--- src/rtl/fifo_drain.sv ---
// Two-entry registered output stage (head + skid) between a synchronous fifo and a valid/ready consumer.
// Define FIFO_DRAIN_CHECK_EN to compile in simulation-only protocol checks; synthesised logic is unchanged.
module fifo_drain #(
  parameter int W = 32
) (
  input  logic         clk,
  input  logic         reset,
  input  logic [W-1:0] fifo_out,
  input  logic         fifo_empty,
  output logic         fifo_pop,
  input  logic         flush,
  output logic [W-1:0] out_data,
  output logic         out_valid,
  input  logic         out_ready,
  output logic [1:0]   occupancy
);

  typedef enum logic [1:0] {
    EMPTY = 2'd0,
    ONE   = 2'd1,
    TWO   = 2'd2
  } state_t;

  state_t       r_count;
  state_t       count_next;
  logic [W-1:0] slot0;
  logic [W-1:0] slot1;
  logic [W-1:0] slot0_next;
  logic [W-1:0] slot1_next;
  logic         take;

  // Pop looks only at registered state and upstream/flush, so out_ready never reaches the FIFO.
  assign fifo_pop  = reset & ~fifo_empty & ~flush & (r_count != TWO);
  assign out_valid = (r_count != EMPTY);
  assign out_data  = slot0;
  assign occupancy = r_count;
  assign take      = out_valid & out_ready;

  always_comb begin
    count_next = r_count;
    slot0_next = slot0;
    slot1_next = slot1;
    if (flush) begin
      count_next = EMPTY;
    end else begin
      case (r_count)
        EMPTY: begin
          if (fifo_pop) begin
            slot0_next = fifo_out;
            count_next = ONE;
          end
        end
        ONE: begin
          if (fifo_pop && take) begin
            slot0_next = fifo_out;
          end else if (fifo_pop) begin
            slot1_next = fifo_out;
            count_next = TWO;
          end else if (take) begin
            count_next = EMPTY;
          end
        end
        TWO: begin
          if (take) begin
            slot0_next = slot1;
            count_next = ONE;
          end
        end
        default: count_next = EMPTY;
      endcase
    end
  end

  always_ff @(posedge clk or negedge reset) begin
    if (!reset) begin
      r_count <= EMPTY;
    end else begin
      r_count <= count_next;
    end
  end

  // Slot contents are only meaningful alongside r_count, so they carry no reset.
  always_ff @(posedge clk) begin
    slot0 <= slot0_next;
    slot1 <= slot1_next;
  end

`ifdef FIFO_DRAIN_CHECK_EN
  logic         chk_valid;
  logic         chk_take;
  logic         chk_flush;
  logic         chk_hold;
  logic [W-1:0] chk_data;

  always @(negedge clk) begin
    if (reset) begin
      if (chk_valid && !out_valid && !chk_take && !chk_flush) $stop;
      if (chk_hold && out_data != chk_data) $stop;
      if (fifo_pop && fifo_empty) $stop;
      if (r_count > TWO) $stop;
    end
    chk_valid <= out_valid & reset;
    chk_take  <= take;
    chk_flush <= flush;
    chk_hold  <= out_valid & ~out_ready & ~flush & reset;
    chk_data  <= out_data;
  end
`endif

endmodule

--- config.mk ---
export PLATFORM = sky130hd
export DESIGN_NAME = fifo_drain
export DESIGN_NICKNAME = d
export VERILOG_FILES = /design/src/rtl/fifo_drain.sv
export SDC_FILE = /design/constraint.sdc
export NUM_CORES = 1
export LEC_CHECK = 0
export CORE_MARGIN = 1
export CORE_UTILIZATION = 42
export DETAILED_ROUTE_END_ITERATION = 16
export PLACE_DENSITY = 0.82
export SYNTH_ARGS = -nofsm -noshare
export SYNTH_HDL_FRONTEND = slang
export SYNTH_SLANG_ARGS = --single-unit
export TNS_END_PERCENT = 50
--- constraint.sdc ---
create_clock -name clk -period 5.4 [get_ports clk]
set_clock_uncertainty 0.1 [all_clocks]
set_input_delay 1.35 -clock clk [delete_from_list [all_inputs] [get_ports clk]]
set_output_delay 1.35 -clock clk [all_outputs]
set_load 0.01 [all_outputs]
==> results.yml, run 1 <==
setup_path:
  cp.arrival_ns: 2.76
  critical_path.startpoint: "reset"
  cp-end-kind: "primary output"
  required_ns: 3.95
  crit_fanout: 4
  setup.worst_path.start_class: "input pin"
  crit_type: "input pin to primary output"
  worst_r2r_startpoint: "occupancy[1]"
worst_hold_path:
  min_from: "slot1[16]"
  hp-class: "register to register"
finish:
  final_util: 0.608
  multi_input_area_sq_um: 594
  area_growth_pct: 38.6
  finish.instance_area_sq_um: 3640
  drive_above_1_share: 0.279
  nets: 236
  antenna_cells: 0
  register_area_sq_um: 1970
  n_fill_cell: 446
place:
  hpwl_um: 2730
  place.gp.congestion: 0.619
  pre_cts_slack_ns: 1.20
  post_dp_cell_area_sq_um: 3400
  io_buffer_count: 72
outcome:
  outcome: "completed"
sta:
  fmax_ghz: 0.238
  drv_slew: 0
  finalHoldViolations: 0
  relSlewSlack: 0.306
  setup_slack_ns: 1.19
  finalSetupTns_ns: 0
  period_minus_slack_ns: 4.21
  rsz0062_at_grt: "false"
  tightest_slew_ns: 1.04
  setup_viol: 0
  fin_crit_sh: 0.779
floorplanning:
  start_util: 0.439
  fp.dieH_um: 81.1
  dieArea_sq_um: 6580
  placementRows: 28
  coreArea_sq_um: 5990
  ios: 73
  die_x_um: 81.1
detailed_routing:
  drt_iter0_drc: 93
  ant_nets: 0
  drc: 0
  first_pass_iters: 4
  routed_via_density: 4.80
  totalWireLength_um: 4210
  vias: 1338
  wl_per_cell_um: 15.1
clock_tree:
  clk_latency_ns: 0.34
  clk_path_buf_depth: 2
  htree_levels: 3
  post_cts_buffers: 0
  clock_sinks: 66
  path_clk_slew_ns: 0.07
  holdBufCountCts: 0
  post_cts_resized: 0
  cts-root-buf: "clkbuf_8"
  numCtsBuffers: 9
  cts_tree: "done"
flow_run:
  drv_cap: 0
power_and_ir_drop:
  ir_drop_mv: 0.190
  power_density_nw_per_um2: 316
  power.leakage_uw: 0.00126
global_route:
  grt-ovfl-total: 0
  antenna_found_initial: 0
  grt_pass1_vias: 1351
  grt_start_max_net_pins: 35
  grt_usage: 0.143
  grt_pass1_wl_um: 6640
yosys:
  synth.area.top_cells: "edfxtp_1, mux2_4, buf_12"
  syn-num-nets: 154
  ys_types: 19
  synth-warning-count: 0
  postSynthCellCount: 117
  yosysTopAreaCell: "edfxtp_1"
  synth_area_per_cell_sq_um: 22.5
  synth-seq-cells: 66
  synth_ff_type: "edfxtp_1"
  synth.most_common_cell: "edfxtp_1"
  syn_area_sq_um: 2630
  synth-async-reset-ratio: 0.0303
  yosysSeqAreaShare: 0.750
  synth_edf_count: 64
  netlist.area_leader.share: 0.731
  synth.cells.most_frequent: "edfxtp_1, mux2_4, mux2_2, buf_12"
[logic make-up (layout without fill, tap and decap cells)]
kind of cell / Yosys count / in the layout / synth area share
buffers and inverters: 4 / 91 / 0.0305
AOI/OAI and AO/OA: 3 / 3 / 0.00952
DFF: 66 / 66 / 0.750
and+or+nand+nor: 11 / 11 / 0.0309
muxes: 32 / 32 / 0.176
xor gates and xnor gates: 1 / 1 / 0.00333
[report_power, final]
group | total, uW | switching [uW] | internal, uW
logic | 82.7 | 27.6 | 55.1
clock network | 493 | 187 | 306
registers | 576 | 3.13 | 573
total | 1150 | 218 | 933
[worst max-delay path, cell delays in order]
cell and delay, ns:
clkdlybuf4s50_1 0.55, nand2b_1 0.14, nor3_1 0.16, clkdlybuf4s50_1 0.56
[final timing paths]
check | to | slack [ns] | cells after the start
worst min register to register | out_data[16] | 0.45 | 1
worst min-delay path | out_data[16] | 0.45 | 1
worst max-delay path | fifo_pop | 1.19 | 4
max in group asynchronous | occupancy[1] | 3.94 | 1
worst max register to register | out_data[18] | 2.79 | 4
min in group asynchronous | occupancy[0] | 1.10 | 1
[placed cells by master (no fill, tap or decap), types with 2 or more instances in the layout]
| cell | n |
|---|---|
| dfrtp_1 | 2 |
| clkinvlp_4 | 2 |
| buf_4 | 3 |
| clkdlybuf4s50_1 | 72 |
| bufinv_16 | 3 |
| edfxtp_1 | 64 |
| mux2_2 | 5 |
| clkbuf_8 | 9 |
| mux2_4 | 27 |
[stage by stage]
stage / cells / total power [uW] / hold slack [ns]
after floorplan: 117 / 619 / 0.423
final: 279 / 1150 / 0.448
after detailed placement: 263 / 670 / 0.434
after global routing: 279 / 1190 / 0.464
after global placement: 263 / 668 / 0.429
after CTS: 279 / 1160 / 0.450
[flip-flops by register name, indices dropped and copies added (netlist names)]
register,count
slot1,32
out_data,32
occupancy,2
[cell type report]
type	instances	share of cell area
clock inverter	7	0.0323
clock buffer	9	0.0340
tap	75	0.0257
timing repair buffer	75	0.204
multi-input combinational	47	0.163
sequential	66	0.541
[layer usage]
| metal | global-route usage | part of all wire |
|---|---|---|
| met4 | 0.0911 | 0.012 |
| met2 | 0.206 | 0.45 |
| met5 | 0 | 0 |
| met3 | 0.0640 | 0.10 |
| met1 | 0.175 | 0.44 |
No activity file was read; power rests on OpenSTA's default activity.
==> run 2: changes to the inputs <==
==> constraint.sdc (replaced) <==
create_clock -name clk -period 4.3 [get_ports clk]
set_clock_uncertainty 0.1 [all_clocks]
set_input_delay 1.075 -clock clk [delete_from_list [all_inputs] [get_ports clk]]
set_output_delay 1.075 -clock clk [all_outputs]
set_load 0.01 [all_outputs]
==> run 2 against run 1 <==
  * Cell count did not move
  * Wire length is 2.7% lower
  * Design area shrank 1.1%
  * Global-route usage down 0.55 points
  * Core utilization shrank 0.65 points
  * Combinational power rose by 27%
  * Sequential power up 26%
  * Register-to-register slack worse by 0.77 ns
  * Via count down 4.0%
  * Critical endpoint unchanged
  * Total power up 15%
  * Largest power group unchanged
==> results.yml, run 2 (synthesis gave the netlist of run 1 again) <==
floorplanning:
  fp.dieH_um: 81.1
  dieArea_sq_um: 6580
  die_x_um: 81.1
  ios: 73
  placementRows: 28
  start_util: 0.439
  coreArea_sq_um: 5990
clock_tree:
  cts_tree: "done"
  clk_latency_ns: 0.33
  holdBufCountCts: 0
  post_cts_resized: 0
  htree_levels: 3
  numCtsBuffers: 9
  post_cts_buffers: 0
  clock_sinks: 66
  clk_path_buf_depth: 2
  path_clk_slew_ns: 0.07
  cts-root-buf: "clkbuf_8"
detailed_routing:
  wl_met1_um: 1700
  wl_met3_um: 313
  top_layer: "met4"
  routed_via_density: 4.61
  drt_iter0_drc: 87
  drc: 0
  wl_per_cell_um: 14.7
  ant_nets: 0
  first_pass_iters: 3
  totalWireLength_um: 4090
  vias: 1285
  route.met2.wl_um: 1920
setup_path:
  cp-end-kind: "primary output"
  r2r_end: "out_data[30]"
  r2r_slack_ns: 2.02
  required_ns: 3.12
  crit_fanout: 4
  worst_r2r_startpoint: "occupancy[1]"
  ff2ff_path_depth: 5
  crit_type: "input pin to primary output"
  cp.arrival_ns: 2.53
  setup.worst_path.start_class: "input pin"
place:
  place.gp.congestion: 0.682
  hpwl_um: 2810
  io_buffer_count: 72
power_and_ir_drop:
  power.leakage_uw: 0.00125
  ir_drop_mv: 0.205
  power_density_nw_per_um2: 366
sta:
  setup_viol: 0
  tightest_slew_ns: 0.590
  rsz0062_at_grt: "false"
  period_minus_slack_ns: 3.70
  fin_crit_sh: 0.861
  relSlewSlack: 0.607
  finalSetupTns_ns: 0
  finalHoldViolations: 0
  drv_slew: 0
  fmax_ghz: 0.270
global_route:
  grt_start_max_net_pins: 35
  grt_pass1_vias: 1296
  grt_usage: 0.138
  grt_pass1_wl_um: 6390
  grt-ovfl-total: 0
  antenna_found_initial: 0
worst_hold_path:
  holdPathEnd: "out_data[17]"
  hold_path_depth: 1
  min_from: "slot1[17]"
  hp-class: "register to register"
finish:
  drive_above_1_share: 0.284
  final_cell_mix: "clkdlybuf4s50_1, edfxtp_1, mux2_4, clkbuf_8, mux2_2"
  final_util: 0.602
  nets: 236
  final_common_cell: "clkdlybuf4s50_1"
  antenna_cells: 0
  area_growth_pct: 37.2
flow_run:
  drv_cap: 0
outcome:
  outcome: "completed"
run 2: worst max-delay path: stages:
cell and delay [ns]:
clkdlybuf4s50_1 0.53, nand2b_1 0.16, nor3_1 0.19, clkdlybuf4s50_1 0.57
run 2: how the worst max path moves through the flow:
stage | slack (ns) | cells past startpoint | start | endpoint
3_5_place_dp | 0.60 | 4 | reset | fifo_pop
4_1_cts | 0.57 | 4 | reset | fifo_pop
2_1_floorplan | 0.65 | 2 | out_ready | slot1[0]
3_3_place_gp | 0.65 | 4 | reset | fifo_pop
5_1_grt | 0.52 | 4 | reset | fifo_pop
6_report | 0.60 | 4 | reset | fifo_pop
run 2: final cells by class:
class                   instances  area [sq um]
clock inverters                 7          70.1
repair buffers                 75           743
clock buffers                   9           124
multi-input cells              47           603
flip-flops and latches         66          1970
fillers                       419          2380
well taps                      75          93.8
run 2: metrics by stage:
step | setup slack, ns | cell area (sq um) | total power (uW) | hold slack [ns] | instances
2_1_floorplan | 0.649 | 2640 | 778 | 0.423 | 117
3_3_place_gp | 0.646 | 3410 | 840 | 0.428 | 263
3_5_place_dp | 0.595 | 3410 | 843 | 0.434 | 263
4_1_cts | 0.567 | 3610 | 1340 | 0.446 | 279
5_1_grt | 0.515 | 3610 | 1370 | 0.447 | 279
6_report | 0.596 | 3610 | 1320 | 0.443 | 279
run 2: report_power, final:
group	leakage [uW]	total (uW)	internal (uW)	switching, uW
combinational	0.000539	105	69.6	34.9
clock	0.0000990	492	266	226
sequential	0.000609	723	719	3.66
run 2: routing by layer:
| layer | track usage | vias up |
|---|---|---|
| met4 | 0.109 | 0 |
| met2 | 0.206 | 53 |
| met3 | 0.0438 | 13 |
| met5 | 0 | - |
| met1 | 0.164 | 597 |
| li1 | - | 622 |
